### config.mk
export PLATFORM = sky130hd
export DESIGN_NAME = alu_secuenciador
export DESIGN_NICKNAME = d
export VERILOG_FILES = /design/src/rtl/alu_secuenciador.sv
export SDC_FILE = /design/constraint.sdc
export NUM_CORES = 1
export LEC_CHECK = 0
export CORE_ASPECT_RATIO = 2
export CORE_MARGIN = 1
export CORE_UTILIZATION = 25
export CTS_CLUSTER_DIAMETER = 200
export DETAILED_ROUTE_END_ITERATION = 6
export PLACE_DENSITY_LB_ADDON = 0.15
export SLEW_MARGIN = 10
export SYNTH_ARGS = -nofsm -noshare
export SYNTH_HDL_FRONTEND = slang
export SYNTH_SLANG_ARGS = --single-unit
### constraint.sdc
create_clock -name iClk -period 2.84 [get_ports iClk]
set_input_delay 0.284 -clock iClk [delete_from_list [all_inputs] [get_ports iClk]]
set_output_delay 0.284 -clock iClk [all_outputs]
set_load 0.05 [all_outputs]
### src/rtl/alu_secuenciador.sv
// rtl/alu_secuenciador.sv - program sequencer driving an external 4-bit ALU
// Fetch/exec loop over a 16-word program with four 4-bit registers and a step limit.
module alu_secuenciador #(
  parameter int unsigned MAX_PASOS = 64
) (
  input  logic        iClk,
  input  logic        iRst_n,
  input  logic        iStart,
  input  logic        iWe,
  input  logic [3:0]  ivAddrProg,
  input  logic [11:0] ivDatoProg,
  output logic [3:0]  ovInstruccion,
  output logic [3:0]  ovRegistroA,
  output logic [3:0]  ovRegistroB,
  input  logic [3:0]  ivResultado,
  input  logic [3:0]  ivFlags,
  output logic [3:0]  ovAcumulador,
  output logic [3:0]  ovFlags,
  output logic [3:0]  ovPC,
  output logic        oBusy,
  output logic        oDone,
  output logic        oError
);

  typedef enum logic [1:0] {IDLE, FETCH, EXEC, DONE} state_t;

  localparam logic [7:0] MAX_Q = 8'(MAX_PASOS);
  localparam logic [3:0] OP_LDI  = 4'hB;
  localparam logic [3:0] OP_BZ   = 4'hC;
  localparam logic [3:0] OP_BC   = 4'hD;
  localparam logic [3:0] OP_JMP  = 4'hE;
  localparam logic [3:0] OP_HALT = 4'hF;

  logic [11:0] mem [16];

  state_t      state_q, state_d;
  logic [3:0]  pc_q, pc_d;
  logic [3:0]  regs_q [4];
  logic [3:0]  regs_d [4];
  logic [3:0]  flags_q, flags_d;
  logic [11:0] ir_q, ir_d;
  logic [7:0]  steps_q, steps_d;
  logic        err_q, err_d;

  logic [3:0] op;
  logic [1:0] dest, src_a, src_b;
  logic [3:0] imm;
  logic       in_exec;
  logic       mem_we;

  assign op      = ir_q[11:8];
  assign dest    = ir_q[7:6];
  assign src_a   = ir_q[5:4];
  assign src_b   = ir_q[3:2];
  assign imm     = ir_q[3:0];
  assign in_exec = (state_q == EXEC);
  assign mem_we  = iWe && ((state_q == IDLE) || (state_q == DONE));

  // Program memory survives reset, so it sits on its own reset-less clocked process.
  always_ff @(posedge iClk) begin
    if (mem_we) begin
      mem[ivAddrProg] <= ivDatoProg;
    end
  end

  always_comb begin
    state_d = state_q;
    pc_d    = pc_q;
    regs_d  = regs_q;
    flags_d = flags_q;
    ir_d    = ir_q;
    steps_d = steps_q;
    err_d   = err_q;

    case (state_q)
      IDLE: begin
        if (iStart) begin
          state_d = FETCH;
          pc_d    = 4'd0;
          steps_d = 8'd0;
          err_d   = 1'b0;
        end
      end
      FETCH: begin
        ir_d    = mem[pc_q];
        state_d = EXEC;
      end
      EXEC: begin
        steps_d = steps_q + 8'd1;
        pc_d    = pc_q + 4'd1;
        state_d = FETCH;
        case (op)
          OP_LDI:  regs_d[dest] = imm;
          OP_BZ:   if (flags_q[3]) pc_d = imm;
          OP_BC:   if (flags_q[1]) pc_d = imm;
          OP_JMP:  pc_d = imm;
          OP_HALT: begin
            pc_d    = pc_q;
            state_d = DONE;
          end
          default: begin
            regs_d[dest] = ivResultado;
            flags_d      = ivFlags;
          end
        endcase
        // A runaway program is cut off at the closing edge of its last allowed step.
        if ((op != OP_HALT) && (steps_d == MAX_Q)) begin
          state_d = DONE;
          err_d   = 1'b1;
        end
      end
      DONE: state_d = IDLE;
      default: state_d = IDLE;
    endcase
  end

  always_ff @(posedge iClk or negedge iRst_n) begin
    if (!iRst_n) begin
      state_q <= IDLE;
      pc_q    <= 4'd0;
      regs_q  <= '{default: 4'd0};
      flags_q <= 4'd0;
      ir_q    <= 12'd0;
      steps_q <= 8'd0;
      err_q   <= 1'b0;
    end else begin
      state_q <= state_d;
      pc_q    <= pc_d;
      regs_q  <= regs_d;
      flags_q <= flags_d;
      ir_q    <= ir_d;
      steps_q <= steps_d;
      err_q   <= err_d;
    end
  end

  // Outside EXEC the ALU is parked on an undefined opcode with zero operands.
  assign ovInstruccion = in_exec ? op : 4'hF;
  assign ovRegistroA   = in_exec ? regs_q[src_a] : 4'd0;
  assign ovRegistroB   = in_exec ? regs_q[src_b] : 4'd0;
  assign ovAcumulador  = regs_q[0];
  assign ovFlags       = flags_q;
  assign ovPC          = pc_q;
  assign oBusy         = (state_q == FETCH) || (state_q == EXEC);
  assign oDone         = (state_q == DONE);
  assign oError        = err_q;

endmodule

==> results of run 1 <==
## how the worst max path moves through the flow
stage | from | endpoint | slack (ns) | depth (start not counted)
after CTS | ovPC[2] | ovPC[2] | 0.18 | 1
after global routing | state_q[1] | oBusy | 0.13 | 3
after detailed placement | state_q[1] | mem[13][7] | 0.44 | 6
final | state_q[1] | oBusy | 0.21 | 3
after global placement | state_q[1] | mem[13][7] | 0.50 | 6
after floorplan | state_q[1] | mem[13][0] | 0.17 | 5
## routing by layer
layer / up-vias / share of wire [%] / GRT usage [%]
li1: 2437 / - / -
met3: 32 / 3.9 / 1.651
met2: 132 / 57 / 24.35
met5: - / 0 / 0
met4: 0 / 2.9 / 5.000
met1: 2802 / 36 / 13.14
## area by class of cell
cell class / instances / area, sq um
inverter: 15 / 56.30
timing repair buffer: 90 / 812.0
tap: 525 / 656.9
clock buffer: 25 / 583.1
fill: 3950 / 27400
sequential: 239 / 6947
multi-input combinational: 290 / 2818
clock inverter: 14 / 167.7
## kinds of logic (layout without fill, tap and decap cells)
logic type / Yosys count / after routing / synth area share [%]
and+or+nand+nor: 116 / 116 / 5.551
adders and majority gates: 6 / 6 / 0.7535
DFF: 239 / 239 / 69.67
buffers and inverters: 46 / 144 / 2.248
muxes: 86 / 86 / 16.64
AOI/OAI and AO/OA: 77 / 77 / 4.697
xor gates and xnor gates: 5 / 5 / 0.4395
## flip-flops by register name (all words and copies together) (netlist names), 2 cells and up
signal        flops
ir_q             12
mem             192
ovAcumulador      4
ovFlags           4
ovPC              4
regs_q           12
state_q           2
steps_q           8
## power by group through the flow
stage | logic [W] | clock network (W) | registers [W]
final | 0.00353 | 0.00312 | 0.00460
after global routing | 0.00382 | 0.00334 | 0.00467
after global placement | 0.00357 | 0 | 0.00469
after floorplan | 0.00247 | 0 | 0.00459
after detailed placement | 0.00359 | 0 | 0.00470
after CTS | 0.00361 | 0.00323 | 0.00462
## through the flow
step	cell area, sq um	hold WS, ns	worst slack [ns]
4_1_cts	12040	0.3587	0.1782
5_1_grt	12040	0.3761	0.1312
3_5_place_dp	11280	0.4880	0.4388
6_report	12040	0.3813	0.2057
3_3_place_gp	11280	0.4829	0.4979
2_1_floorplan	9973	-0.01159	0.1722
## placed cells by master, fill, tap and decap left out, drive strengths merged, types with 3 or more instances in the layout
master | netlist | final
a21oi | 13 | 13
a22o | 4 | 4
a22oi | 12 | 12
a31oi | 3 | 3
and2 | 12 | 12
buf | 11 | 44
bufinv | 0 | 3
clkbuf | 20 | 25
clkdlybuf4s50 | 0 | 44
clkinv | 0 | 8
dfrtp | 47 | 47
edfxtp | 192 | 192
ha | 6 | 6
inv | 15 | 16
mux2 | 29 | 29
mux4 | 56 | 56
nand2 | 37 | 37
nand2b | 7 | 7
nand3 | 8 | 8
nand4 | 4 | 4
nor2 | 27 | 27
nor2b | 3 | 3
nor3 | 10 | 10
o21ai | 33 | 33
xnor2 | 4 | 4
## what timing repair did
action	4_1_cts	5_1_grt
hold buffers	1	0
hold endpoints to repair	36	0
endpoints found under the setup margin	1	0
gates resized for setup	1	0
setup buffers	0	0
==> impl_metrics.json, run 1 <==
{
  "place_congestion": 0.7578,
  "path_clk_slew_ns": 0.07,
  "numCtsBuffers": 22,
  "cts_tree": "done",
  "hpwl_mm": 17.18,
  "syn_inst": 575,
  "criticalPathCategory": "reg -> out",
  "synth_async_sr_flop_share_pct": 19.67,
  "p_int_w": 0.007499,
  "synth_nets": 609,
  "clockRootBuffer": "clkbuf_16",
  "final_util_pct": 30.53,
  "drt-total-wl_mm": 24.84,
  "p_per_area_nw_per_um2": 934.2,
  "synth_cell_types": 44,
  "h-tree-depth": 1,
  "instances_no_fill": 1198,
  "hp-start": "ivFlags[1]",
  "drc": 0,
  "cpMaxStageDelayCell": "clkdlybuf4s50_1",
  "initial_core_util_pct": 25.26,
  "reg2reg_slack_ns": 0.42,
  "period_share_pct": 92.76,
  "clkPwrFrac_pct": 27.7,
  "final_nets": 692,
  "ir_drop_mv": 0.3218,
  "diodes": 0,
  "hold_end": "ovFlags[1]",
  "synth_top_area_cell": "edfxtp_1",
  "avgRoutedWirePerCell_um": 20.73,
  "ant_nets": 0,
  "yosys-top-cells-count": "edfxtp_1 (192), dfrtp_1 (47), mux4_2 (40), nand2_1 (37), mux2_2 (29)",
  "drtPass1Iterations": 4,
  "placementRows": 103,
  "drtIter0Drc": 326,
  "final_hold_viol_count": 0,
  "synth_most_common_cell": "edfxtp_1",
  "grt_pass1_vias": 5834,
  "p_sw_w": 0.003749,
  "io_pins": 55,
  "worstPathArrival_ns": 2.35,
  "drive_above_1_share_pct": 23.18,
  "vias": 5403,
  "cpPeakStageDelay_ns": 0.87,
  "relSlewSlack_pct": 32.02,
  "die_h_um": 284.3,
  "maxCapViolCount": 0,
  "reg2reg_to": "mem[13][7]",
  "grt_start_max_net_pins": 38,
  "seqPwrFrac_pct": 40.9,
  "min_path_cells": 2,
  "antenna_found_initial": 0,
  "overflow": 0,
  "area_growth_syn_to_layout_pct": 20.85,
  "viasPerCell": 4.510,
  "setup_viol": 0,
  "rsz0062_at_grt": "false",
  "ys_seq_area_share_pct": 69.67,
  "synth_area_sq_um": 9963,
  "grt_util_all_layers_pct": 12.53,
  "clock_sinks": 239,
  "synth_warnings": 0,
  "core_sq_um": 39440,
  "p_total_w": 0.01125,
  "die_area_sq_um": 40700,
  "cp_num_buf_inv": 2,
  "post-route-min-period_ns": 2.634,
  "setup_tns_ns": 0,
  "cp_max_fo": 7,
  "cp_top_family": "buffers and inverters",
  "syn_area_per_cell_sq_um": 17.33,
  "grt_pass1_wl_mm": 37.12,
  "synth_top_area_share_pct": 57.87,
  "place_inst": 1158,
  "synthFlopType": "edfxtp_1",
  "power.leakage_nw": 4.052,
  "worstMarginPinSlew_ns": 1.020,
  "finClkSkew_ns": 0.008102,
  "dieWidth_um": 143.2,
  "switching_share_pct": 33.33,
  "status": "complete, no violations",
  "clkLatencyLatePin_ns": 0.52,
  "endpoint_kind": "output port",
  "synth_area_leaders": "edfxtp_1 (58%), dfrtp_1 (12%), mux4_2 (9.0%)",
  "path_cells": "inv_1 > ha_1 > clkdlybuf4s50_1",
  "clock_path_buffers": 3,
  "slew_violations": 0,
  "startpoint_type": "register",
  "required_ns": 2.56,
  "rr_worst_depth": 6,
  "combinationalPowerShare_pct": 31.4,
  "min_path_type": "in -> reg",
  "max_freq_ghz": 0.3796,
  "synth_edf_count": 192,
  "synth_seq_cells": 239,
  "rr_startpoint": "state_q[1]",
  "port_buffers": 54
}
Power figures use the tool's default switching activity.
==> run 2, diff against run 1 <==
Settings changed: CTS_CLUSTER_DIAMETER 200 to 80.
==> results of run 2 <==
No change in the layout: final DEF, timing and power equal those of run 1.
==> run 3, diff against run 2 <==
Settings changed: CORE_MARGIN 1 to 3, CORE_UTILIZATION 25 to 36.
==> run 3 against run 2 <==
Compared with the run above:
- non-clock buffer count down 3
- count of clock-buffer cells in the layout down 2
- critical path depth up 1
- first-iteration DRC count down 1.2%
- hold slack better by 0.0053 ns
- die area down 27%
- sequential power down 2%
==> impl_metrics.json, run 3 (synthesis results as in run 1) <==
{
  "status": "complete, no violations",
  "drtPass1Iterations": 4,
  "path_cells": "inv_1 > ha_1 > nand2_1 > clkdlybuf4s50_1",
  "drc": 0,
  "drive_above_1_share_pct": 22.57,
  "relSlewSlack_pct": 42.91,
  "die_area_sq_um": 29830,
  "cp_max_fo": 8,
  "final_cell_mix": "edfxtp_1 (192), clkdlybuf4s50_1 (45), dfrtp_1 (45), mux4_2 (40), nand2_1 (37)",
  "final_hold_viol_count": 0,
  "post-route-min-period_ns": 2.589,
  "grt_pass1_vias": 5748,
  "port_buffers": 54,
  "cp_top_family": "buffers and inverters",
  "clockRootBuffer": "clkbuf_16",
  "drt-total-wl_mm": 21.91,
  "min_path_type": "in -> reg",
  "path_clk_slew_ns": 0.07,
  "worstPathArrival_ns": 2.31,
  "die_h_um": 241.3,
  "finalInstanceArea_sq_um": 11800,
  "ant_nets": 0,
  "grt_util_all_layers_pct": 15.15,
  "place_area_sq_um": 11060,
  "num-fill-cells": 2381,
  "numCtsBuffers": 22,
  "avgRoutedWirePerCell_um": 21.54,
  "overflow": 0,
  "period_share_pct": 91.17,
  "reg_top3": "mem (192), ir_q (12), regs_q (12)",
  "h-tree-depth": 1,
  "clkLatencyLatePin_ns": 0.52,
  "startpoint_type": "register",
  "placementRows": 85,
  "grt_start_max_net_pins": 42,
  "layout_commonest_cell": "edfxtp_1",
  "initial_core_util_pct": 36.74,
  "antenna_found_initial": 0,
  "final_util_pct": 43.49,
  "clock_path_buffers": 3,
  "viasPerCell": 5.231,
  "hp-start": "ivFlags[3]",
  "finClkSkew_ns": 0.009080,
  "maxCapViolCount": 0,
  "p_total_w": 0.01101,
  "cts_tree": "done",
  "io_pins": 55,
  "reg2reg_slack_ns": 0.53,
  "area_growth_syn_to_layout_pct": 18.39,
  "setup_tns_ns": 0,
  "rr_worst_depth": 6,
  "diodes": 0,
  "criticalPathCategory": "reg -> out",
  "hold_end": "ovFlags[3]",
  "dieWidth_um": 123.6,
  "largest_reg_flops": 192,
  "cpPeakStageDelay_ns": 0.73,
  "drtIter0Drc": 322,
  "endpoint_kind": "output port",
  "reg2reg_to": "mem[5][5]",
  "place_congestion": 0.8136,
  "min_path_cells": 2,
  "setup_viol": 0,
  "required_ns": 2.56,
  "clock_sinks": 239,
  "slew_violations": 0,
  "p_per_area_nw_per_um2": 933.5,
  "max_freq_ghz": 0.3862,
  "rr_startpoint": "state_q[1]",
  "core_sq_um": 27120,
  "power.leakage_nw": 4.029,
  "ir_drop_mv": 0.3999,
  "largest-register": "mem",
  "cpMaxStageDelayCell": "clkdlybuf4s50_1",
  "rsz0062_at_grt": "false",
  "cp_num_buf_inv": 2,
  "hpwl_mm": 15.48,
  "grt_pass1_wl_mm": 33.62,
  "worstMarginPinSlew_ns": 0.8563,
  "final_nets": 689,
  "vias": 5320
}
-- run 3: worst register-to-register path, stage by stage, from the launching register on --
cell,delay (ns)
dfrtp_1,0.47
inv_1,0.09
ha_1,0.33
nand2b_1,0.19
or3b_2,0.54
nor2_1,0.18
buf_4,0.21
-- run 3: cell type report --
| type | instances | area (sq um) | area share, % |
|---|---|---|---|
| clock buffers | 23 | 554.3 | 4.699 |
| clock inverters | 15 | 171.4 | 1.453 |
| inverters | 15 | 56.30 | 0.4774 |
| multi-input cells | 290 | 2818 | 23.89 |
| flip-flops and latches | 239 | 6944 | 58.87 |
| well taps | 348 | 435.4 | 3.692 |
| repair buffers | 87 | 815.8 | 6.916 |
-- run 3: report_power, final --
part	switching, W	total, W	internal [W]
Sequential	0.000361	0.00451	0.00415
Clock	0.00128	0.00298	0.00170
Combinational	0.00194	0.00352	0.00158
Total	0.00358	0.0110	0.00743
-- run 3: stage by stage --
| step | setup WS [ns] | std cells | hold WS (ns) |
|---|---|---|---|
| floorplan | 0.1722 | 575 | -0.01159 |
| global placement | 0.6028 | 978 | 0.4402 |
| detailed placement | 0.5372 | 978 | 0.4553 |
| CTS | 0.2225 | 1017 | 0.3688 |
| global route | 0.1383 | 1017 | 0.3762 |
| finish | 0.2507 | 1017 | 0.3865 |
-- run 3: worst max path at each step --
stage / from / end / cells after the start
after floorplan: state_q[1] / mem[13][0] / 5
after global placement: state_q[1] / mem[1][8] / 6
after detailed placement: state_q[1] / mem[13][4] / 6
after CTS: state_q[0] / ovInstruccion[2] / 4
after global routing: state_q[0] / ovInstruccion[2] / 4
final: state_q[0] / ovInstruccion[2] / 4
-- run 3: per-layer routing --
| layer | vias to the layer above | track usage (%) | wire, um |
|---|---|---|---|
| li1 | 2430 | - | - |
| met4 | 0 | 5.849 | 643 |
| met3 | 31 | 2.056 | 811 |
| met2 | 124 | 29.28 | 12560 |
| met5 | - | 0 | 0 |
| met1 | 2735 | 16.22 | 7897 |
-- run 3: repair_timing --
item / in CTS / in global routing
buffers inserted: 0 / 0
hold buffers: 1 / 0
endpoints found under the hold margin: 36 / 0
resized for setup: 0 / 0
endpoints found under the setup margin: 0 / 0
